===== config.mk =====
export PLATFORM = sky130hd
export DESIGN_NAME = ucsbece154b_mem_arbiter
export DESIGN_NICKNAME = d
export VERILOG_FILES = /design/src/rtl/ucsbece154b_mem_arbiter.sv
export SDC_FILE = /design/constraint.sdc
export NUM_CORES = 1
export LEC_CHECK = 0
export ABC_AREA = 1
export BUFFER_PORTS_ARGS = -buffer_cell sky130_fd_sc_hd__buf_2
export CORE_MARGIN = 2
export CORE_UTILIZATION = 50
export CTS_BUF_LIST = sky130_fd_sc_hd__clkbuf_4 sky130_fd_sc_hd__clkbuf_8
export DETAILED_ROUTE_END_ITERATION = 7
export PLACE_DENSITY = 0.91
export SLEW_MARGIN = 25
export SYNTH_ARGS = -nofsm -noshare
export SYNTH_HDL_FRONTEND = slang
export SYNTH_SLANG_ARGS = --single-unit

===== constraint.sdc =====
create_clock -name clk -period 2.75 [get_ports clk]
set_clock_uncertainty 0.1 [all_clocks]
set_input_delay 0.55 -clock clk [delete_from_list [all_inputs] [get_ports clk]]
set_output_delay 0.55 -clock clk [all_outputs]
set_load 0.1 [all_outputs]

===== src/rtl/ucsbece154b_mem_arbiter.sv =====
// Arbitrates the SDRAM block-read port between icache demand misses (D) and the prefetcher (P).
// Demand wins by default; a starvation counter forces P through after STARVE_LIMIT demand wins.
module ucsbece154b_mem_arbiter #(
  parameter int unsigned BLOCK_WORDS  = 4,
  parameter int unsigned STARVE_LIMIT = 3
) (
  input  logic                           clk,
  input  logic                           reset,
  input  logic                           d_req,
  input  logic [31:0]                    d_addr,
  output logic                           d_dataReady,
  output logic                           d_done,
  input  logic                           p_req,
  input  logic [31:0]                    p_addr,
  output logic                           p_dataReady,
  output logic                           p_done,
  output logic [31:0]                    dataOut,
  output logic [$clog2(BLOCK_WORDS)-1:0] blockIndexOut,
  output logic                           memReadRequest,
  output logic [31:0]                    memReadAddress,
  input  logic [31:0]                    memDataIn,
  input  logic                           memDataReady,
  input  logic [$clog2(BLOCK_WORDS)-1:0] memBlockIndex,
  output logic                           busy
);

  localparam int unsigned IdxW = $clog2(BLOCK_WORDS);
  localparam int unsigned Lsb  = 2 + IdxW;
  localparam logic [IdxW-1:0] LastCnt   = IdxW'(BLOCK_WORDS - 1);
  localparam logic [3:0]      StarveMax = 4'(STARVE_LIMIT);

  typedef enum logic [1:0] {StIdle, StReq, StXfer, StDone} state_e;

  state_e          state_q, state_d;
  logic            gnt_d_q, gnt_d_d;
  logic            gnt_p_q, gnt_p_d;
  logic            merge_q, merge_d;
  logic [3:0]      starve_q, starve_d;
  logic [IdxW-1:0] word_cnt_q, word_cnt_d;
  logic [31:0]     addr_q, addr_d;

  logic both_req;
  logic p_win;
  logic same_blk;
  logic to_d;
  logic to_p;

  assign dataOut       = memDataIn;
  assign blockIndexOut = memBlockIndex;

  always_ff @(posedge clk) begin
    if (!reset) begin
      state_q    <= StIdle;
      gnt_d_q    <= 1'b0;
      gnt_p_q    <= 1'b0;
      merge_q    <= 1'b0;
      starve_q   <= '0;
      word_cnt_q <= '0;
      addr_q     <= '0;
    end else begin
      state_q    <= state_d;
      gnt_d_q    <= gnt_d_d;
      gnt_p_q    <= gnt_p_d;
      merge_q    <= merge_d;
      starve_q   <= starve_d;
      word_cnt_q <= word_cnt_d;
      addr_q     <= addr_d;
    end
  end

  always_comb begin
    state_d    = state_q;
    gnt_d_d    = gnt_d_q;
    gnt_p_d    = gnt_p_q;
    merge_d    = merge_q;
    starve_d   = starve_q;
    word_cnt_d = word_cnt_q;
    addr_d     = addr_q;

    both_req = d_req && p_req;
    same_blk = d_addr[31:Lsb] == p_addr[31:Lsb];
    p_win    = !d_req || (both_req && (starve_q == StarveMax));
    to_d     = gnt_d_q || merge_q;
    to_p     = gnt_p_q || merge_q;

    d_dataReady    = 1'b0;
    p_dataReady    = 1'b0;
    d_done         = 1'b0;
    p_done         = 1'b0;
    memReadRequest = 1'b0;
    busy           = state_q != StIdle;
    memReadAddress = (state_q != StIdle) ? addr_q : '0;

    unique case (state_q)
      StIdle: begin
        if (d_req || p_req) begin
          gnt_d_d = !p_win;
          gnt_p_d = p_win;
          merge_d = both_req && same_blk;
          addr_d  = p_win ? p_addr : d_addr;
          state_d = StReq;
          // p_win already covers the saturated case, so the increment never overflows
          if (p_win || merge_d) begin
            starve_d = '0;
          end else if (both_req) begin
            starve_d = starve_q + 4'd1;
          end
        end
      end
      StReq, StXfer: begin
        memReadRequest = state_q == StReq;
        d_dataReady    = memDataReady && to_d;
        p_dataReady    = memDataReady && to_p;
        if (memDataReady) begin
          if (word_cnt_q == LastCnt) begin
            word_cnt_d = '0;
            state_d    = StDone;
          end else begin
            word_cnt_d = word_cnt_q + 1'b1;
            state_d    = StXfer;
          end
        end
      end
      StDone: begin
        d_done  = to_d;
        p_done  = to_p;
        gnt_d_d = 1'b0;
        gnt_p_d = 1'b0;
        merge_d = 1'b0;
        state_d = StIdle;
      end
      default: state_d = StIdle;
    endcase

    if (!reset) begin
      d_dataReady    = 1'b0;
      p_dataReady    = 1'b0;
      d_done         = 1'b0;
      p_done         = 1'b0;
      memReadRequest = 1'b0;
      memReadAddress = '0;
      busy           = 1'b0;
    end
  end

endmodule


==> results of run 1 <==
-- logic make-up after synthesis --
group	Yosys count
AOI/OAI and AO/OA	85
xor gates and xnor gates	9
and+or+nand+nor	230
DFF	43
adders and majority gates	5
buffers and inverters	155
-- through the flow --
stage / power [µW] / std cells / hold slack [ns]
2_1_floorplan: 2520 / 527 / 0.339
4_1_cts: 3430 / 667 / 0.366
3_3_place_gp: 2780 / 659 / 0.348
5_1_grt: 3620 / 667 / 0.396
6_report: 3420 / 667 / 0.365
3_5_place_dp: 2840 / 659 / 0.354
-- sequential cells by signal (all words and copies together) (netlist names) --
signal,cells
starve_q,4
addr_q,32
word_cnt_q,2
merge_q,1
gnt_p_q,1
gnt_d_q,1
state_q,2
-- repair_timing --
action	4_1_cts	5_1_grt
setup endpoints to repair	0	2
resized for setup	0	1
endpoints found under the hold margin	0	0
-- report_power, final --
part | internal [µW] | switching, µW | leakage (µW) | total [µW]
Clock | 362 | 223 | 0.0000644 | 586
Sequential | 801 | 108 | 0.000356 | 909
Combinational | 646 | 1280 | 0.00182 | 1920
-- worst max-delay path: stages, from the launching register on --
cell and delay [ns]:
dfxtp_1 0.32, inv_1 0.09, ha_1 0.27, clkinv_2 0.41, nand2_1 0.21, nor2_2 0.07
buf_12 0.19
-- cell usage after synthesis (all sizes together) --
| cell | n | share of area (%) |
|---|---|---|
| o211ai | 34 | 9.4 |
| and2 | 1 | 0.26 |
| clkbuf | 8 | 0.89 |
| dfxtp | 43 | 26 |
| nand2 | 146 | 16 |
| clkinv | 1 | 0.11 |
| inv | 96 | 11 |
| nor3 | 4 | 0.59 |
| ha | 5 | 1.9 |
| o21ai | 24 | 4.8 |
| nor2 | 63 | 7.0 |
| buf | 50 | 12 |
| xnor2 | 3 | 0.78 |
| nand3 | 16 | 2.4 |
| a21oi | 26 | 6.0 |
| o32ai | 1 | 0.26 |
| xor2 | 6 | 1.6 |
-- area by class of cell --
| cell class | instances | share of cell area, % |
|---|---|---|
| clock inverter | 3 | 1.53 |
| multi-input combinational | 329 | 40.7 |
| timing repair buffer | 113 | 26.1 |
| sequential | 43 | 19.5 |
| clock buffer | 5 | 1.56 |
| tap | 77 | 2.18 |
| inverter | 97 | 8.44 |
-- layer usage --
metal  global-route usage (%)  vias to the layer above  wire length (µm)
met1                     26.8                     1515              3440
met5                        0                        -                 0
li1                         -                     1705                 -
met4                     8.37                        0               168
met3                     5.77                       20               594
met2                     42.7                      136              4280
-- final timing paths --
check                                from                       to
setup / recovery  state_q[1]$_SDFFE_PN0P_        memReadAddress[4]
setup reg to reg  state_q[1]$_SDFFE_PN0P_  addr_q[16]$_SDFFE_PN0P_
hold reg to reg      gnt_d_q$_SDFFE_PN0P_     gnt_d_q$_SDFFE_PN0P_
hold / removal       gnt_d_q$_SDFFE_PN0P_     gnt_d_q$_SDFFE_PN0P_
==> impl_metrics.toml, run 1 <==
[status]
status = "finished clean"

[sta]
worst_pin_slew_ns = 0.508
report.final.slew_viol_count = 0
period_needed_ns = 2.51
final_hold_viol_count = 0
setup_ws_ns = 0.238
fin_crit_sh_pct = 91.3
setup_viol = 0
maxSlewHeadroom_pct = 66.1
setup_tns_ns = 0
max_freq_mhz = 398
rsz0062_at_grt = "false"

[routing]
wl_um = 8490
postRouteAntennaNets = 0
viasPerCell = 5.06
vias = 3376
dr.pass1.iters = 4
wl_per_cell_um = 12.7
drtIter0Drc = 109
drc = 0

[cells_and_area]
nNetsFinal = 697
final_cell_mix = "146 x nand2_1, 70 x inv_1, 68 x buf_2"
design_area_um2 = 4420
seq_area_um2 = 861
final_layout_size_suffix_gt1_share_pct = 37.5
diodes = 0
nFillCells = 504
final_common_cell = "nand2_1"
multi_input_comb_area_um2 = 1800
syn_to_final_growth_pct = 31.1
post-route-util_pct = 68.8

[power]
p_leak_uw = 0.00224
pwr_density_cell_nw_per_um2 = 773
peakVddDrop_mv = 0.395

[logic_synthesis]
synth.distinct_cells = 28
synthSimpleGateAreaFrac_pct = 26.5
synth-compound-area-share_pct = 20.4
synthMuxAreaShare_pct = 0
syn_inst = 527
yosys.area_share.adder_pct = 1.86
yosysWarningCount = 0
avgSynthCellArea_um2 = 6.40
synth.net_count = 635
synth.cell_area_um2 = 3370
ys_seq_area_share_pct = 25.5
yosys_register_bits = 43
synth_top_family_by_area = "simple AND/OR/NAND/NOR gates"
synthXorXnorAreaFrac_pct = 2.34

[clock_network]
cts_buffer_depth = 2
cts_hold_buffers = 0
cts_root_buf = "clkbuf_8"
cts-buffers-inserted = 5
clk_latency_ns = 0.29
h-tree-depth = 2
cts_tree = "done"
clock-sinks = 43
clk_pin_slew_ns = 0.08
postCtsSetupBuffers = 0

[grt]
grt_pass1_wl_um = 14300
grt_start_max_net_pins = 51
track_usage_pct = 23.6
antenna_found_initial = 0
overflow = 0
grt_pass1_vias = 3365

[setup_path]
critPathArrivalTime_ns = 1.86
path_max_fanout = 33
regToRegSetupSlack_ns = 0.76
worstSetupEndpointType = "output port"
reg2reg_depth = 8
timing_worst_setup_path_type = "flip-flop to output port"
cp.required_ns = 2.10
startpoint_type = "flip-flop"

[floorplanning]
die_height_um = 86.1
dieWidth_um = 86.1
dieArea_um2 = 7420
start_util_pct = 52.5
rows = 29
pin_count = 175
core-area_um2 = 6420

[hold_path]
hold_path_class = "flip-flop to flip-flop"
min_path_cells = 2

[placed_design]
port_buffers = 106
dp_hpwl_um = 6620
place_ws_ns = 0.460
gp_congestion = 0.788
placed_cell_area_um2 = 4280

[run]
maxCapViolations = 0
No activity file was read; power rests on OpenSTA's default activity.
==> inputs of run 2 (changes only) <==
CORE_MARGIN = not set   (was 2)
CTS_BUF_LIST = sky130_fd_sc_hd__clkbuf_16   (was sky130_fd_sc_hd__clkbuf_4 sky130_fd_sc_hd__clkbuf_8)
==> run 2 against run 1 <==
The flow now finishes with violations (design-rule violations). Final area shrank 0.17%. First-iteration DRC count grew 39%. Final cell count is 0.15% lower. Hold slack better by 0.012 ns. Via count rose by 0.98%. Total power down 0.75%. Die area down 4.6%. Utilization fell by 0.12 points. Critical path depth unchanged. Combinational power is essentially flat. Critical path type unchanged. Critical endpoint is now memReadAddress[0]. Clock power down 7.2%.
==> impl_metrics.toml, run 2 (same netlist as run 1, synthesis figures left out) <==
[sta]
worst_pin_slew_ns = 0.489
setup_viol = 0
fin_crit_sh_pct = 92.8
max_freq_mhz = 392
rsz0062_at_grt = "false"
maxSlewHeadroom_pct = 67.3
setup_ws_ns = 0.197
report.final.slew_viol_count = 0
period_needed_ns = 2.55
final_hold_viol_count = 0

[run]
maxCapViolations = 0

[placed_design]
place_inst = 658
dp_hpwl_um = 6650
port_buffers = 106
gp_congestion = 0.771
place_ws_ns = 0.389

[floorplanning]
dieArea_um2 = 7080
dieWidth_um = 84.1
die_height_um = 84.1
pin_count = 175
core-area_um2 = 6420
rows = 29
start_util_pct = 52.5

[clock_network]
clk_pin_slew_ns = 0.05
cts-buffers-inserted = 5
clk_latency_ns = 0.27
cts_tree = "done"
cts_hold_buffers = 0
h-tree-depth = 2
clock-sinks = 43
cts_root_buf = "clkbuf_16"
cts_buffer_depth = 2

[power]
p_leak_uw = 0.00224
clkPwrFrac_pct = 16.0
pwr_density_cell_nw_per_um2 = 769
peakVddDrop_mv = 0.430
switching_share_pct = 47.7
p_int_uw = 1770
power.net_switching_uw = 1620
p_comb_share_pct = 57.1
power_frac_seq_pct = 26.9

[setup_path]
worstSetupEndpointType = "output port"
r2r-end = "state_q[1]$_SDFFE_PN0P_"
cp_slowest_stage_delay_ns = 0.37
critPathArrivalTime_ns = 1.90
regToRegSetupSlack_ns = 0.63
timing_worst_setup_path_type = "flip-flop to output port"
r2r-start = "state_q[1]$_SDFFE_PN0P_"
reg2reg_depth = 6
startpoint_type = "flip-flop"
path_max_fanout = 33
worst-path-buf-inv = 3
cpLargestDelayFamily = "buffers and inverters"
cp.required_ns = 2.10
crit_slowest_cell = "dfxtp_1"
worstPathCellList = "inv_1 -> ha_1 -> clkinv_2 -> nand2_1 -> nor2_1 -> buf_12"

[grt]
overflow = 0
track_usage_pct = 24.5
antenna_found_initial = 0
grt_start_max_net_pins = 51
grt_pass1_vias = 3363
grt_pass1_wl_um = 14300

[cells_and_area]
seq_area_um2 = 861
nFillCells = 506
final_common_cell = "nand2_1"
top_regs = "addr_q: 32 flops, starve_q: 4 flops"
layoutNonFillerInstCount = 666
largest_register_ffs = 32
post-route-util_pct = 68.7
top_register = "addr_q"
multi_input_comb_area_um2 = 1800
final_cell_mix = "146 x nand2_1, 71 x inv_1, 68 x buf_2"
diodes = 0
syn_to_final_growth_pct = 30.8
nNetsFinal = 696
final_layout_size_suffix_gt1_share_pct = 36.8

[routing]
dr.pass1.iters = 7
viasPerCell = 5.12
wl_um = 8640
drtIter0Drc = 152
postRouteAntennaNets = 0
wl_per_cell_um = 13.0
vias = 3409
drc = 23

[hold_path]
min_path_cells = 2
hold_end = "gnt_d_q$_SDFFE_PN0P_"
hold_path_class = "flip-flop to flip-flop"
hp-start = "gnt_d_q$_SDFFE_PN0P_"

[status]
status = "complete, but fails checks"
violations = "design-rule violations"
==> run 2: cell type report <==
class | count | share of cell area, %
multi-input combinational | 329 | 40.8
timing repair buffer | 112 | 26.0
sequential | 43 | 19.5
inverter | 97 | 8.45
clock buffer | 5 | 2.84
tap | 77 | 2.18
clock inverter | 3 | 0.255
==> run 2: tightest hold or removal path, delay by kind of cell, from the launching register on <==
kind	cells	cell delay, ns
flip-flops	1	0.31
AND/OR/NAND/NOR	1	0.06
AO/OA/AOI/OAI	1	0.06
==> run 2: metal layers <==
layer	up-vias	GRT usage, %	part of all wire, %
li1	1702	-	-
met1	1551	27.6	42
met2	138	46.0	51
met3	18	3.56	5.2
met4	0	10.2	1.7
met5	-	0	0
==> run 2: what timing repair did <==
action / CTS / global route
setup endpoints to repair: 0 / 1
gates resized for setup: 0 / 1
buffers inserted: 0 / 0
==> run 2: per-stage QoR <==
| stage | hold slack, ns | setup TNS (ns) | total power, µW | area, µm² |
|---|---|---|---|---|
| final | 0.377 | 0 | 3390 | 4410 |
| after detailed placement | 0.366 | 0 | 2850 | 4270 |
| after CTS | 0.374 | 0 | 3400 | 4410 |
| after floorplan | 0.339 | -1.86 | 2520 | 3450 |
| after global routing | 0.392 | 0 | 3580 | 4410 |
| after global placement | 0.349 | 0 | 2770 | 4270 |
==> run 2: worst max path at each step <==
stage                         endpoint                    start  cells after the start
finish               memReadAddress[0]  state_q[0]$_SDFFE_PN0P_                      6
global route         memReadAddress[0]  state_q[0]$_SDFFE_PN0P_                      6
CTS                  memReadAddress[0]  state_q[0]$_SDFFE_PN0P_                      6
detailed placement   memReadAddress[0]  state_q[0]$_SDFFE_PN0P_                      6
global placement    memReadAddress[12]  state_q[0]$_SDFFE_PN0P_                      6
floorplan                       d_done                    reset                      3
==> run 2: power by group through the flow <==
| stage | Clock [µW] | Combinational, µW | Sequential (µW) |
|---|---|---|---|
| after floorplan | 0 | 1620 | 893 |
| after global routing | 576 | 2070 | 929 |
| after CTS | 551 | 1940 | 908 |
| after detailed placement | 0 | 1930 | 919 |
| final | 544 | 1940 | 911 |
| after global placement | 0 | 1870 | 909 |
